File: src/rtl/stack_sequencer.sv
// Multi-cycle PUSH/POP controller: R3 of the register file is the stack pointer,
// and the sequencer drives the shared register-file and data-memory ports while busy.
module stack_sequencer #(
    parameter logic [7:0] STACK_LIMIT = 8'hC0
) (
    input  logic       clk,
    input  logic       rst,
    input  logic       cmd_valid,
    input  logic       cmd_op,
    input  logic [1:0] cmd_reg,
    output logic       cmd_ready,
    output logic [1:0] rf_ra,
    input  logic [7:0] rf_rd,
    output logic       rf_we,
    output logic [1:0] rf_wa,
    output logic [7:0] rf_wdata,
    output logic [7:0] mem_addr,
    output logic       mem_we,
    output logic [7:0] mem_wdata,
    output logic       mem_re,
    input  logic [7:0] mem_rdata,
    output logic       done,
    output logic       fault
);

    typedef enum logic [3:0] {
        IDLE,
        RD_SP,
        RD_SRC,
        MEM_WR,
        MEM_RD,
        MEM_WAIT,
        WB_DATA,
        WB_SP,
        FAULT
    } state_t;

    state_t     state_reg;
    logic [7:0] sp_reg;
    logic [7:0] data_reg;
    logic       op_reg;
    logic [1:0] sel_reg;
    logic       fault_next;

    // Fault is decided on the SP value as it is read, so no wrapped address is ever used.
    assign fault_next = op_reg ? (rf_rd == 8'hFF) : (rf_rd < STACK_LIMIT);

    always_ff @(posedge clk) begin
        if (rst) begin
            state_reg <= IDLE;
            sp_reg    <= 8'd0;
            data_reg  <= 8'd0;
            op_reg    <= 1'b0;
            sel_reg   <= 2'd0;
        end else begin
            case (state_reg)
                IDLE: begin
                    if (cmd_valid) begin
                        op_reg    <= cmd_op;
                        sel_reg   <= cmd_reg;
                        state_reg <= RD_SP;
                    end
                end
                RD_SP: begin
                    sp_reg <= rf_rd;
                    if (fault_next)
                        state_reg <= FAULT;
                    else if (op_reg)
                        state_reg <= MEM_RD;
                    else
                        state_reg <= RD_SRC;
                end
                RD_SRC: begin
                    data_reg  <= rf_rd;
                    state_reg <= MEM_WR;
                end
                MEM_WR:   state_reg <= WB_SP;
                MEM_RD:   state_reg <= MEM_WAIT;
                MEM_WAIT: begin
                    data_reg  <= mem_rdata;
                    state_reg <= WB_DATA;
                end
                // Popping into R3 lets the popped value stand in for the SP update.
                WB_DATA:  state_reg <= (sel_reg == 2'd3) ? IDLE : WB_SP;
                WB_SP:    state_reg <= IDLE;
                FAULT:    state_reg <= IDLE;
                default:  state_reg <= IDLE;
            endcase
        end
    end

    always_comb begin
        cmd_ready = 1'b0;
        rf_ra     = 2'd0;
        rf_we     = 1'b0;
        rf_wa     = 2'd0;
        rf_wdata  = 8'd0;
        mem_addr  = 8'd0;
        mem_we    = 1'b0;
        mem_wdata = 8'd0;
        mem_re    = 1'b0;
        done      = 1'b0;
        fault     = 1'b0;
        case (state_reg)
            IDLE:   cmd_ready = 1'b1;
            RD_SP:  rf_ra = 2'd3;
            RD_SRC: rf_ra = sel_reg;
            MEM_WR: begin
                mem_we    = 1'b1;
                mem_addr  = sp_reg;
                mem_wdata = data_reg;
            end
            MEM_RD: begin
                mem_re   = 1'b1;
                mem_addr = sp_reg + 8'd1;
            end
            WB_DATA: begin
                rf_we    = 1'b1;
                rf_wa    = sel_reg;
                rf_wdata = data_reg;
                done     = (sel_reg == 2'd3);
            end
            WB_SP: begin
                rf_we    = 1'b1;
                rf_wa    = 2'd3;
                rf_wdata = op_reg ? (sp_reg + 8'd1) : (sp_reg - 8'd1);
                done     = 1'b1;
            end
            FAULT: begin
                done  = 1'b1;
                fault = 1'b1;
            end
            default: ;
        endcase
    end

endmodule

File: config.mk
export PLATFORM = sky130hd
export DESIGN_NAME = stack_sequencer
export DESIGN_NICKNAME = d
export VERILOG_FILES = /design/src/rtl/stack_sequencer.sv
export SDC_FILE = /design/constraint.sdc
export NUM_CORES = 1
export LEC_CHECK = 0
export ABC_AREA = 1
export CAP_MARGIN = 20
export CELL_PAD_IN_SITES_DETAIL_PLACEMENT = 1
export CELL_PAD_IN_SITES_GLOBAL_PLACEMENT = 1
export CORE_UTILIZATION = 30
export CTS_CLUSTER_DIAMETER = 40
export DETAILED_ROUTE_END_ITERATION = 16
export PLACE_DENSITY = 0.88
export REMOVE_ABC_BUFFERS = 1
export SLEW_MARGIN = 30
export SYNTH_ARGS = -nofsm -noshare
export SYNTH_HDL_FRONTEND = slang
export SYNTH_SLANG_ARGS = --single-unit
File: constraint.sdc
create_clock -name clk -period 1.7 [get_ports clk]
set_input_delay 0.255 -clock clk [delete_from_list [all_inputs] [get_ports clk]]
set_output_delay 0.255 -clock clk [all_outputs]
set_load 0.1 [all_outputs]
# Word level (Yosys, flattened, before mapping)
# Index checks and enable logic that the tools add are counted.
# word_totals
output_inout_bits,34
inputBits,22
reg_bits,23
# classes
n_mux,19
reduce_logical,5
n_addsub,2
n_eq_ne,11
magnitude_cmp,1
# op_table
operator,n
$pmux W8 S2,3
$pmux W4 S7,1
$eq A4 B3 Y1 const B,4
$mux W8,2
$add A8 B1 Y8 const B,1
$eq A4 B2 Y1 const B,2
$eq A8 B8 Y1 const B,1
$lt A8 B8 Y1 const B,1
$mux W4,2
$pmux W2 S2,2
$sub A8 B1 Y8 const B,1
$mux W1,6
$mux W3,2
$eq A4 B1 Y1 const B,1
$eq A4 B4 Y1 const B,1
$logic_not A4 Y1,1
$reduce_or A2 Y1,2
$eq A2 B2 Y1 const B,1
$ne A2 B2 Y1 const B,1
$pmux W1 S2,1
$reduce_and A2 Y1,1
$reduce_bool A2 Y1,1

# Logic depth before layout (Yosys ltp)
# Gate-level depths: netlist (run 1).
# depth
word_depth,4
mapped_depth,9
mapped_depth_nobuf,9

# Worst setup path before layout (run 1)
# OpenSTA, ideal clock, no wires.
# synth_timing
kind,reg2out
startpoint,reg state_reg[0]
endpoint,out mem_addr[0]
arrival_time_ns,3.737
slack_ns,-2.292
stages_incl_launch_ff,5
path_buffers,0
cell_sequence,dfxtp_1 -> nand2_1 -> nor2_2 -> inv_2 -> o21ai_0
# synth_via
elab_chain_cells,2
word_cells_on_any_way,3
cone_classes,eq/ne: 2; mux: 1
# synth_rtl
item,line_no,source
from (decl),38,state_t state_reg;
from (signal assigned),84,WB_DATA: state_reg <= (sel_reg == 2'd3) ? IDLE : WB_SP;
$eq A4 B3 Y1 / $eq A4 B2 Y1 (equally long branches),104,case (state_reg)
$pmux W8 S2 *,104,
to (decl),17,"output logic [7:0] mem_addr,"
# Every way passes the cells marked *; elsewhere a longest branch is shown, timed or not.

# Worst setup path after layout (run 1)
# layout_timing
startpoint,reg sp_reg[0]
endpoint,out rf_wdata[4]
# layout_via
elab_chain_cells,3
word_cells_on_any_way,4
cone_classes,add/sub: 2; mux: 2
# layout_rtl
item,line_no,source
from (decl),39,logic [7:0] sp_reg;
from (signal assigned),65,sp_reg <= rf_rd;
$sub A8 B1 Y8 / $add A8 B1 Y8 (equally long branches),126,rf_wdata = op_reg ? (sp_reg + 8'd1) : (sp_reg - 8'd1);
$mux W8 *,126,
$pmux W8 S2 *,104,
to (decl),16,"output logic [7:0] rf_wdata,"
# Marks and branches as above.

==> flow_metrics.tcl, run 1 <==
set metrics [dict create \
    peakVddDrop_uv 398.0 \
    area_growth_pct 125.9 \
    rsz0062_at_grt "yes" \
    vias_per_cell 6.454 \
    cp-start-kind "register" \
    clockRootBuffer "clkbuf_8" \
    synth-main-ff-cell "dfxtp_1" \
    period_minus_slack_ns 2.279 \
    io_pins 56 \
    finalHoldViolations 0 \
    cp-end-kind "output port" \
    cp_top_family "compound AO/OA/AOI/OAI gates" \
    pre_cts_ws_ns -0.1721 \
    synthXorXnorAreaFrac_pct 1.624 \
    synth_mux_area_share_pct 0 \
    slew_viol_final 0 \
    die_area_um2 5690 \
    place_congestion 0.9503 \
    first_pass_iters 5 \
    grt_pass1_wl_um 15840 \
    p_total_mw 2.848 \
    wl_per_cell_um 31.52 \
    ys_ff_latch 23 \
    cp_cell_sequence "inv_4 -> ha_4 -> inv_4 -> o21ai_1 -> nand4_1 -> nand3_2 -> o21ai_2 -> clkbuf_16" \
    drive_gt1_share_pct 53.57 \
    synth_simple_gate_area_share_pct 36.43 \
    netSwitchingFraction_pct 52.35 \
    finalWorstSetupSlack_ns -0.5790 \
    synth-async-reset-ratio_pct 0 \
    yosysTopAreaCellShare_pct 28.46 \
    clkPwrFrac_pct 14.2 \
    r2r_slack_ns 0.02 \
    drt_iter0_drc 314 \
    place_area_um2 2736 \
    port_buffers 55 \
    yosysTopAreaCell "dfxtp_1" \
    final_nets 389 \
    critPathSlowestCell "o21ai_1" \
    p_leak_nw 1.418 \
    overflow 0 \
    routed_wl_um 13680 \
    postLayoutCellArea_um2 3655 \
    whs_path_depth 2 \
    start_util_pct 31.48 \
    path_class "reg2out" \
    internal-power_mw 1.357 \
    fin_worst_skew_ns 0.004844 \
    worst_pin_slew_ns 0.4934 \
    worstHoldPathType "reg2reg" \
    track_usage_pct 39.43 \
    reg2reg_depth 6 \
    synth_top_family_by_area "simple AND/OR/NAND/NOR gates" \
    yosys_warnings 0 \
    dpl.hpwl_um 6166 \
    diodes 0 \
    syn_area_um2 1618 \
    seqPwrFrac_pct 27.0 \
    cts_buffer_depth 2 \
    synth-compound-area-share_pct 20.34 \
    rr_endpoint "sp_reg[2]" \
    hold_path_end "data_reg[4]" \
    synth_edf_count 0 \
    status "finished with violations" \
    cp_max_fo 4 \
    grt_pass1_vias 2695 \
    fmax_ghz 0.4388 \
    dp.cells 407 \
    p_sw_mw 1.491 \
    cts_tree "done" \
    seq_area_frac_synth_pct 28.46 \
    fillCellCount 566 \
    period_share_pct 134.1 \
    synthAdderAreaFrac_pct 1.547 \
    synth_cell_types 25 \
    violations "setup timing" \
    crit_start "sp_reg[0]" \
    power_density_nw_per_um2 779.2 \
    num_rows 26 \
    clk_pin_slew_ns 0.11 \
    clock_sinks 23 \
    avgSynthCellArea_um2 6.059 \
    grt_max_degree 18 \
    reg2reg_from "state_reg[2]" \
    arrival_ns 2.02 \
    fp.dieH_um 75.44 \
    cp_num_buf_inv 3 \
    final_cells 434 \
    drcViolationCount 0 \
    htreeDepth 1 \
    coreArea_um2 5140 \
    num_vias 2801 \
    cap_violations 0 \
    synth_common_cells "nand2_1, inv_1, nand3_1" \
    crit_path_frequent_cell "inv_4" \
    synthCells 267 \
    ant_nets 0 \
    setup_tns_ns -8.191 \
    antenna_found_initial 0 \
    synth.area.top_cells "dfxtp_1, nand2_1, nand3_1" \
    p_comb_share_pct 58.9 \
    synth_most_common_cell "nand2_1" \
    finalSetupViolCount 32 \
    die_w_um 75.44 \
    clock_latency_ns 0.28 \
    cts_made_buffers 3 \
    cp_slowest_stage_delay_ns 0.41 \
    critical_path_required_ns 1.44 \
    worstHoldStart "data_reg[4]" \
    relSlewSlack_pct 66.89 \
]
## cell families (layout without fill, tap and decap cells)
group / after synthesis / count (layout)
buffers and inverters: 47 / 144
AND/OR/NAND/NOR: 132 / 132
AO/OA/AOI/OAI: 60 / 60
adder cells (fa/ha/maj): 2 / 2
XOR/XNOR: 3 / 3
flip-flops: 23 / 23
## worst max-delay path by stage
| stage | endpoint | slack (ns) | depth (start not counted) |
|---|---|---|---|
| after floorplan | mem_addr[0] | -2.64 | 5 |
| after global placement | rf_wdata[4] | 0.008 | 9 |
| after detailed placement | rf_wdata[6] | -0.17 | 9 |
| after CTS | rf_wdata[4] | -0.26 | 8 |
| after global routing | rf_wdata[4] | -0.55 | 8 |
| final | rf_wdata[4] | -0.58 | 8 |
## tightest hold or removal path, stage by stage (launching register included)
cell and delay, ns:
dfxtp_1 0.34, nand3_1 0.08, a31oi_1 0.08
## through the flow
stage          hold WS (ns)  utilization (%)
6_report             0.5410            71.11
5_1_grt              0.5599            71.11
4_1_cts              0.5058            63.49
3_5_place_dp         0.4910            53.24
3_3_place_gp         0.4775            53.24
2_1_floorplan        0.3244                -
## repair_timing
action	in CTS	in global routing
buffers inserted	9	18
pin swaps	18	20
cloned	1	0
endpoints found under the hold margin	0	0
resized for setup	127	72
hold buffers	0	0
setup endpoints to repair	30	37
## power groups by stage
stage / logic [mW] / registers, mW / clock network, mW
floorplan: 0.610 / 0.675 / 0
global placement: 0.977 / 0.679 / 0
detailed placement: 1.05 / 0.692 / 0
CTS: 1.27 / 0.724 / 0.360
global route: 1.72 / 0.766 / 0.414
finish: 1.68 / 0.768 / 0.404
## routing by layer
metal / GRT usage, % / share of wire, % / up-vias
met5: 0 / 0 / -
met4: 20.58 / 6.4 / 0
met3: 7.275 / 10 / 92
met2: 66.37 / 47 / 271
met1: 47.91 / 36 / 1358
li1: - / - / 1080
## cell type report
type	count	area, um^2	area share (%)
repair buffers	99	1336	36.56
repair inverters	1	11.26	0.3081
well taps	70	87.58	2.396
clock inverters	1	5.005	0.1369
flip-flops and latches	23	496.7	13.59
multi-input cells	197	1511	41.36
inverters	40	165.2	4.519
clock buffers	3	41.29	1.130
## cells in the final DEF, fill, tap and decap left out, types with 11 or more instances in the layout
master / n
nand2_1: 33
buf_12: 32
buf_4: 28
inv_1: 26
nor2_4: 22
nand3_1: 22
clkdlybuf4s50_1: 21
nand2_2: 15
nor2_1: 14
o21ai_0: 14
a21oi_1: 12
dfxtp_1: 12
buf_6: 12
nand3_2: 11
(Power assumes the default switching activity.)
==> inputs of run 2 (changes only) <==
- REMOVE_ABC_BUFFERS: 1 -> default
==> run 2 against run 1 <==
Effect of this change: the run now fails in 5_1_grt; synthesized cell count unchanged; area after synthesis unchanged.
==> flow_metrics.tcl, run 2 <==
set metrics [dict create \
    status "aborted with a tool error" \
    stop_stage "5_1_grt" \
    error_line "[ERROR DPL-0033] detailed placement checks failed during check placement." \
    grt_max_degree 17 \
    num_rows 26 \
    avgSynthCellArea_um2 6.059 \
    yosysTopAreaCellShare_pct 28.46 \
    port_buffers 55 \
    synth_most_common_cell "nand2_1" \
    place_congestion 0.8655 \
    die_w_um 75.44 \
    synth-async-reset-ratio_pct 0 \
    synth_common_cells "nand2_1, inv_1, nand3_1" \
    htreeDepth 1 \
    start_util_pct 31.48 \
    syn_area_um2 1618 \
    fp.dieH_um 75.44 \
    crit_endpoint "rf_wdata[4]" \
    io_pins 56 \
    place_area_um2 3102 \
    synth_cell_types 25 \
    cts_buffer_depth 2 \
    clock_sinks 23 \
    holdBufCountCts 0 \
    clockRootBuffer "clkbuf_8" \
    synth_edf_count 0 \
    yosysTopAreaCell "dfxtp_1" \
    ys_ff_latch 23 \
    seq_area_frac_synth_pct 28.46 \
    yosys_warnings 0 \
    synth.area.top_cells "dfxtp_1, nand2_1, nand3_1" \
    synthCells 267 \
    worst_path_end_type "primary output" \
    synth-main-ff-cell "dfxtp_1" \
    cts_made_buffers 3 \
    antenna_found_initial 0 \
    dpl.hpwl_um 6322 \
    syn-num-nets 291 \
]
run 2: cell counts after synthesis:
No cell type changed its count.
run 2: logic make-up after synthesis:
family	share of synthesized area [%]
fa+ha+maj	1.547
xor+xnor	1.624
simple gates	36.43
buf+inv	11.60
flops	28.46
compound gates	20.34
run 2: per-stage QoR:
step           std cells  setup TNS (ns)  setup WS [ns]
3_5_place_dp         408         -0.2971       -0.07541
4_1_cts              432          -2.294        -0.1926
2_1_floorplan        267          -9.897        -0.6922
3_3_place_gp         408               0        0.01713
run 2: what timing repair did:
item | in CTS
setup endpoints to repair | 30
cloned | 2
gates resized for setup | 79
pin swaps | 30
setup buffers | 18
==> inputs of run 3 (changes only) <==
- CELL_PAD_IN_SITES_DETAIL_PLACEMENT: 1 -> default
- CELL_PAD_IN_SITES_GLOBAL_PLACEMENT: 1 -> default
- CORE_UTILIZATION: 30 -> 40
- CTS_CLUSTER_DIAMETER: 40 -> default
- PLACE_DENSITY: 0.88 -> default
- PLACE_DENSITY_LB_ADDON: default -> 0.15
==> run 3 against run 2 <==
Effect of this change: the flow again stops in 5_1_grt; synthesized cell count did not move; area after synthesis did not move.
==> flow_metrics.tcl, run 3 <==
set metrics [dict create \
    synth_common_cells "nand2_1, inv_1, nand3_1" \
    dp.cells 385 \
    clock_sinks 23 \
    cts_buffer_depth 2 \
    synth-main-ff-cell "dfxtp_1" \
    cts_made_buffers 3 \
    seq_area_frac_synth_pct 28.46 \
    stop_stage "5_1_grt" \
    error_line "[ERROR DPL-0033] detailed placement checks failed during check placement." \
    synth_most_common_cell "nand2_1" \
    synth.area.top_cells "dfxtp_1, nand2_1, nand3_1" \
    die_w_um 65.60 \
    yosysTopAreaCell "dfxtp_1" \
    worst_path_end_type "primary output" \
    start_util_pct 42.90 \
    fp.dieH_um 65.60 \
    place_congestion 0.8833 \
    status "aborted with a tool error" \
    synthAdderAreaFrac_pct 1.547 \
    io_pins 56 \
    synth_mux_area_share_pct 0 \
    ys_ff_latch 23 \
    syn-num-nets 291 \
    antenna_found_initial 0 \
    syn_area_um2 1618 \
    dpl.hpwl_um 4847 \
    port_buffers 55 \
    synthXorXnorAreaFrac_pct 1.624 \
    htreeDepth 1 \
    synth_cell_types 25 \
    yosys_warnings 0 \
    synth-async-reset-ratio_pct 0 \
    synth_edf_count 0 \
    avgSynthCellArea_um2 6.059 \
    synthCells 267 \
    synth-compound-area-share_pct 20.34 \
    yosysTopAreaCellShare_pct 28.46 \
    clockRootBuffer "clkbuf_8" \
    crit_endpoint "rf_wdata[6]" \
    holdBufCountCts 0 \
    synth_top_family_by_area "simple AND/OR/NAND/NOR gates" \
    num_rows 22 \
    grt_max_degree 18 \
    synth_simple_gate_area_share_pct 36.43 \
]
-- run 3: cell counts after synthesis --
No cell type changed its count.
-- run 3: cell families after synthesis --
logic type                 Yosys count
and+or+nand+nor                    132
AOI/OAI and AO/OA                   60
xor gates and xnor gates             3
adders and majority gates            2
DFF                                 23
buffers and inverters               47
-- run 3: stage by stage --
step | cell area [um^2] | setup TNS (ns) | setup slack [ns] | hold slack, ns | utilization (%)
after CTS | 3502 | -1.943 | -0.1890 | 0.5040 | 92.87
after detailed placement | 3054 | -0.009745 | -0.009745 | 0.4905 | 80.99
after floorplan | 1966 | -9.897 | -0.6922 | 0.4045 | -
after global placement | 3054 | 0 | 0.003860 | 0.4811 | 80.99
-- run 3: timing repair --
action                     CTS
setup endpoints to repair   29
pin swaps                   19
setup buffers               17
gates cloned                 2
resized for setup           70
==> variant 1: new RTL, flow settings as in run 1 <==
Put a register stage on the output `fault`, with the module's reset. The value now appears one clock later. The other outputs are not delayed to match.
--- a/src/rtl/stack_sequencer.sv
+++ b/src/rtl/stack_sequencer.sv
@@ -34,6 +34,8 @@
         WB_SP,
         FAULT
     } state_t;
+
+    logic fault_d;
 
     state_t     state_reg;
     logic [7:0] sp_reg;
@@ -100,7 +102,7 @@
         mem_wdata = 8'd0;
         mem_re    = 1'b0;
         done      = 1'b0;
-        fault     = 1'b0;
+        fault_d   = 1'b0;
         case (state_reg)
             IDLE:   cmd_ready = 1'b1;
             RD_SP:  rf_ra = 2'd3;
@@ -128,11 +130,19 @@
             end
             FAULT: begin
                 done  = 1'b1;
-                fault = 1'b1;
+                fault_d = 1'b1;
             end
             default: ;
         endcase
     end
 
+    always_ff @(posedge clk) begin
+        if (rst) begin
+            fault <= '0;
+        end else begin
+            fault <= fault_d;
+        end
+    end
+
 endmodule
 
Function: changed (Yosys sat finds a counterexample within 4 cycles, from zero or initial values and one cycle with rst high).
==> variant 1 against run 1 <==
Via count decreased by 1.7%. Sequential power increased by 11%. Setup slack better by 0.16 ns. Sequential cell count grew 1. Synthesized area rose by 4.6%. Cell area grew 5.6%. Routed wire length down 2.8%. Critical endpoint unchanged. The flow still finishes with violations (setup timing). Critical path type unchanged. Power rose by 28%. First-iteration DRC count decreased by 34%. Utilization increased by 2.2 points.
==> variant 1: results (changes against run 1) <==
** Status
- Outcome: complete, but fails checks (unchanged).
- Violations in the final reports :: setup timing (unchanged)

** Worst setup path
- The worst endpoint data arrival time came to 1.86 ns (was 2.02 ns).
- The delay of the slowest cell on the worst path came to 0.39 ns (was 0.41 ns).

** Power and ir drop
- Worst IR Drop VDD :: 0.803 mV (was 0.398 mV)
- The reported leakage power came to 0.00149 uW (was 0.00142 uW).

** CTS
- TritonCTS Sinks :: 24 (was 23)

** Synthesis
- Cell types occupying the most area after synthesis: sky130_fd_sc_hd__dfxtp_1, sky130_fd_sc_hd__nand2_1, sky130_fd_sc_hd__o21ai_0, sky130_fd_sc_hd__nand3_1, sky130_fd_sc_hd__nor2_1 (was sky130_fd_sc_hd__dfxtp_1, sky130_fd_sc_hd__nand2_1, sky130_fd_sc_hd__nand3_1, sky130_fd_sc_hd__o21ai_0, sky130_fd_sc_hd__inv_1).
- Number of library cell types mapped by synthesis :: 33 (was 25)

** STA
- The worst clock skew was 0.00209 ns (was 0.00484 ns).
- The final-report setup violation count is 33 (was 32).
- Setup WS post-layout :: -0.418 ns (was -0.579 ns)
- Minimum hold slack :: 0.571 ns (was 0.541 ns)
- Total negative setup slack :: -7.14 ns (was -8.19 ns)

** Cells and area
- The non-clock inverter count in the final layout is 40 (was 41).
- Data buffer area share :: 0.372 (was 0.366)
- The number of non-filler instances in the completed layout is 445 (was 434).
- The share of cells above drive strength 1 was 0.544 (was 0.536).
- The fraction of area in clock buffers and inverters was 0.0143 (was 0.0127).
- The total number of multi-input combinational cells came to 199 (was 197).
- Post-layout nets :: 400 (was 389)
- The fraction of area in multi-input gates was 0.409 (was 0.414).

** Detailed routing
- The initial detailed-routing violation count came to 207 (was 314).
- The mean number of vias per cell is 6.19 (was 6.45).

** GRT
- The global routing usage summed across all routing layers was 0.374 (was 0.394).
- M1 GR Usage :: 0.445 (was 0.479)
- The via count of the first global-routing pass came to 2865 (was 2695).

** Place
- Final HPWL DP :: 5770 um (was 6170 um)
## variant 1: cell count changes in the layout (fill, tap and decap cells not counted), moves of 5 or more
| cell | change |
|---|---|
| sky130_fd_sc_hd__inv_4 | +6 |
| sky130_fd_sc_hd__o22ai_4 | +5 |
| sky130_fd_sc_hd__inv_1 | -5 |
| sky130_fd_sc_hd__nand3_2 | -5 |
| sky130_fd_sc_hd__nand3_1 | -8 |
| sky130_fd_sc_hd__o21ai_1 | +5 |
| sky130_fd_sc_hd__nand2_1 | +13 |
| sky130_fd_sc_hd__buf_6 | +5 |
## variant 1: what timing repair did
item                                    CTS  global route
gates resized for setup                 122            62
setup buffers                            20            10
pin swaps                                18            23
cloned                                    2             0
endpoints found under the setup margin   29            33
## variant 1: where the power goes
group          switching [uW]  internal (uW)  total [uW]
sequential                180            673         853
combinational            1500            869        2370
clock                     231            209         440
==> variant 2: new RTL, flow settings as in run 1 <==
Without the edit above. `STACK_LIMIT`: 8'hC0 -> 8'h90.
--- a/src/rtl/stack_sequencer.sv
+++ b/src/rtl/stack_sequencer.sv
@@ -1,7 +1,7 @@
 // Multi-cycle PUSH/POP controller: R3 of the register file is the stack pointer,
 // and the sequencer drives the shared register-file and data-memory ports while busy.
 module stack_sequencer #(
-    parameter logic [7:0] STACK_LIMIT = 8'hC0
+    parameter logic [7:0] STACK_LIMIT = 8'h90
 ) (
     input  logic       clk,
     input  logic       rst,
Function: changed (a bounded check fails within 4 cycles, from zero or initial values and one cycle with rst high).
==> variant 2 against run 1 <==
The flow still finishes with violations (setup timing). Setup slack better by 0.31 ns. Sequential share of layout area is 0.67 points higher. Clock skew is 0.0026 ns higher. Cell area is 5.4% lower. Sequential cell count stayed put. Synthesized area is 2.6% higher. Routed wire length is 26% lower. First-iteration DRC count is 43% lower.
Power is not compared: it rests on default switching activity, and its combinational part moved more than twofold at a synthesized area within 25%.
==> variant 2: results (changes against run 1) <==
** GRT
- Total global-route track usage :: 0.290 (was 0.394)
- Vias in the first global route :: 2553 (was 2695)

** Worst setup path
- The timing startpoint of the critical path is sp_reg[0]$_SDFFE_PP0N_ (was sp_reg[0]$_SDFFE_PP0P_).
- Capture point of the worst reg-to-reg path :: data_reg[3]$_SDFFE_PP0P_ (was sp_reg[2]$_SDFFE_PP0P_)
- Largest fanout on the critical path :: 5 (was 4)
- The startpoint of the most critical register-to-register path is state_reg[1]$_SDFFE_PP0P_ (was state_reg[2]$_SDFFE_PP0P_).
- The cell with the largest stage delay on the worst path is sky130_fd_sc_hd__dfxtp_4 (was sky130_fd_sc_hd__o21ai_1).
- The reg2reg setup slack was -0.04 ns (was 0.02 ns).

** STA
- The setup TNS after final layout came to -3.16 ns (was -8.19 ns).
- The final worst setup slack came to -0.271 ns (was -0.579 ns).
- Final setup violation count :: 27 (was 32)
- Minimum hold slack :: 0.540 ns (was 0.541 ns)

** Place
- Final HPWL DP :: 5560 um (was 6170 um)

** Synthesis
- Post-synthesis xor/xnor area fraction :: 0.0158 (was 0.0162)
- Number of library cell types mapped by synthesis :: 26 (was 25)
- Adder and majority cell fraction of the synthesized area :: 0.0151 (was 0.0155)
- Cell types occupying the most area after synthesis: sky130_fd_sc_hd__dfxtp_1, sky130_fd_sc_hd__nand3_1, sky130_fd_sc_hd__nand2_1, sky130_fd_sc_hd__nor2_1, sky130_fd_sc_hd__inv_1 (was sky130_fd_sc_hd__dfxtp_1, sky130_fd_sc_hd__nand2_1, sky130_fd_sc_hd__nand3_1, sky130_fd_sc_hd__o21ai_0, sky130_fd_sc_hd__inv_1).
- Sequential-to-total area share from yosys stat :: 0.278 (was 0.285)
- Share of Yosys cell area claimed by the top area cell type :: 0.278 (was 0.285)
- Synth Area in Compound Gates :: 0.184 (was 0.203)
- Synth cell count leaders :: sky130_fd_sc_hd__nand2_1, sky130_fd_sc_hd__nor2_1, sky130_fd_sc_hd__nand3_1, sky130_fd_sc_hd__inv_1, sky130_fd_sc_hd__o21ai_0 (was sky130_fd_sc_hd__nand2_1, sky130_fd_sc_hd__inv_1, sky130_fd_sc_hd__nand3_1, sky130_fd_sc_hd__nor2_1, sky130_fd_sc_hd__o21ai_0)

** Cells and area
- The share of cells above drive strength 1 is 0.455 (was 0.536).
- The number of filler cells placed in the layout came to 591 (was 566).
- Post-layout nets :: 388 (was 389)

** Detailed routing
- First drt pass iteration count :: 4 (was 5)
- Average wire length per cell after detail routing :: 23.5 um (was 31.5 um)
- Via Count :: 2461 (was 2801)
- 1st-iter DRT viols :: 180 (was 314)

** Worst hold path
- Startpoint of the tightest hold check path :: data_reg[0]$_SDFFE_PP0P_ (was data_reg[4]$_SDFFE_PP0P_)
- The worst-case hold path end point was data_reg[0]$_SDFFE_PP0P_ (was data_reg[4]$_SDFFE_PP0P_).

** CTS
- The number of setup buffers added after CTS is 6 (was 9).
- The number of instances resized during post-cts repair came to 89 (was 127).

** Status
- Violations in the final reports: setup timing (unchanged).
- Outcome: complete, but fails checks (unchanged).
variant 2: layer usage:
layer  GRT usage  up-vias  share of wire  wire length (um)
met1       0.327     1200           0.37              3720
met5           0        -              0                 0
met4       0.113        0          0.051               514
met3      0.0419       44          0.061               621
met2       0.541      132           0.52              5310
li1            -     1085              -                 -
variant 2: kinds of logic after synthesis:
group / Yosys count
XOR/XNOR: 3
AND/OR/NAND/NOR: 140
AO/OA/AOI/OAI: 58
flip-flops: 23
buffers and inverters: 49
adder cells (fa/ha/maj): 2
variant 2: power by group through the flow:
| stage | Sequential, uW | Combinational, uW | Clock (uW) |
|---|---|---|---|
| CTS | 1010 | 3440 | 360 |
| floorplan | 900 | 1920 | 0 |
| detailed placement | 934 | 3060 | 0 |
| global placement | 916 | 2930 | 0 |
| finish | 1100 | 4160 | 373 |
| global route | 1110 | 4350 | 390 |
variant 2: critical path: cells and delay by family (launching register included):
kind                     cells  cell delay [ns]
flip-flops                   1             0.42
AO/OA/AOI/OAI                3             0.54
buffers and inverters        1             0.23
AND/OR/NAND/NOR              1             0.07
adder cells (fa/ha/maj)      1             0.17
variant 2: metrics by stage:
step | worst slack [ns] | instance area, sq um | cells
after floorplan | -1.60 | 1600 | 265
after global placement | 0.000840 | 2740 | 411
after detailed placement | -0.126 | 2740 | 411
after CTS | -0.134 | 3100 | 421
after global routing | -0.289 | 3460 | 433
final | -0.271 | 3460 | 433
variant 2: layout make-up:
type / count / area [sq um] / share of cell area
Multi-Input combinational cell: 204 / 1410 / 0.409
Timing Repair Buffer: 93 / 1250 / 0.362
Sequential cell: 23 / 493 / 0.143
Inverter: 39 / 166 / 0.0481
Tap cell: 70 / 87.6 / 0.0253
Clock buffer: 4 / 45.0 / 0.0130
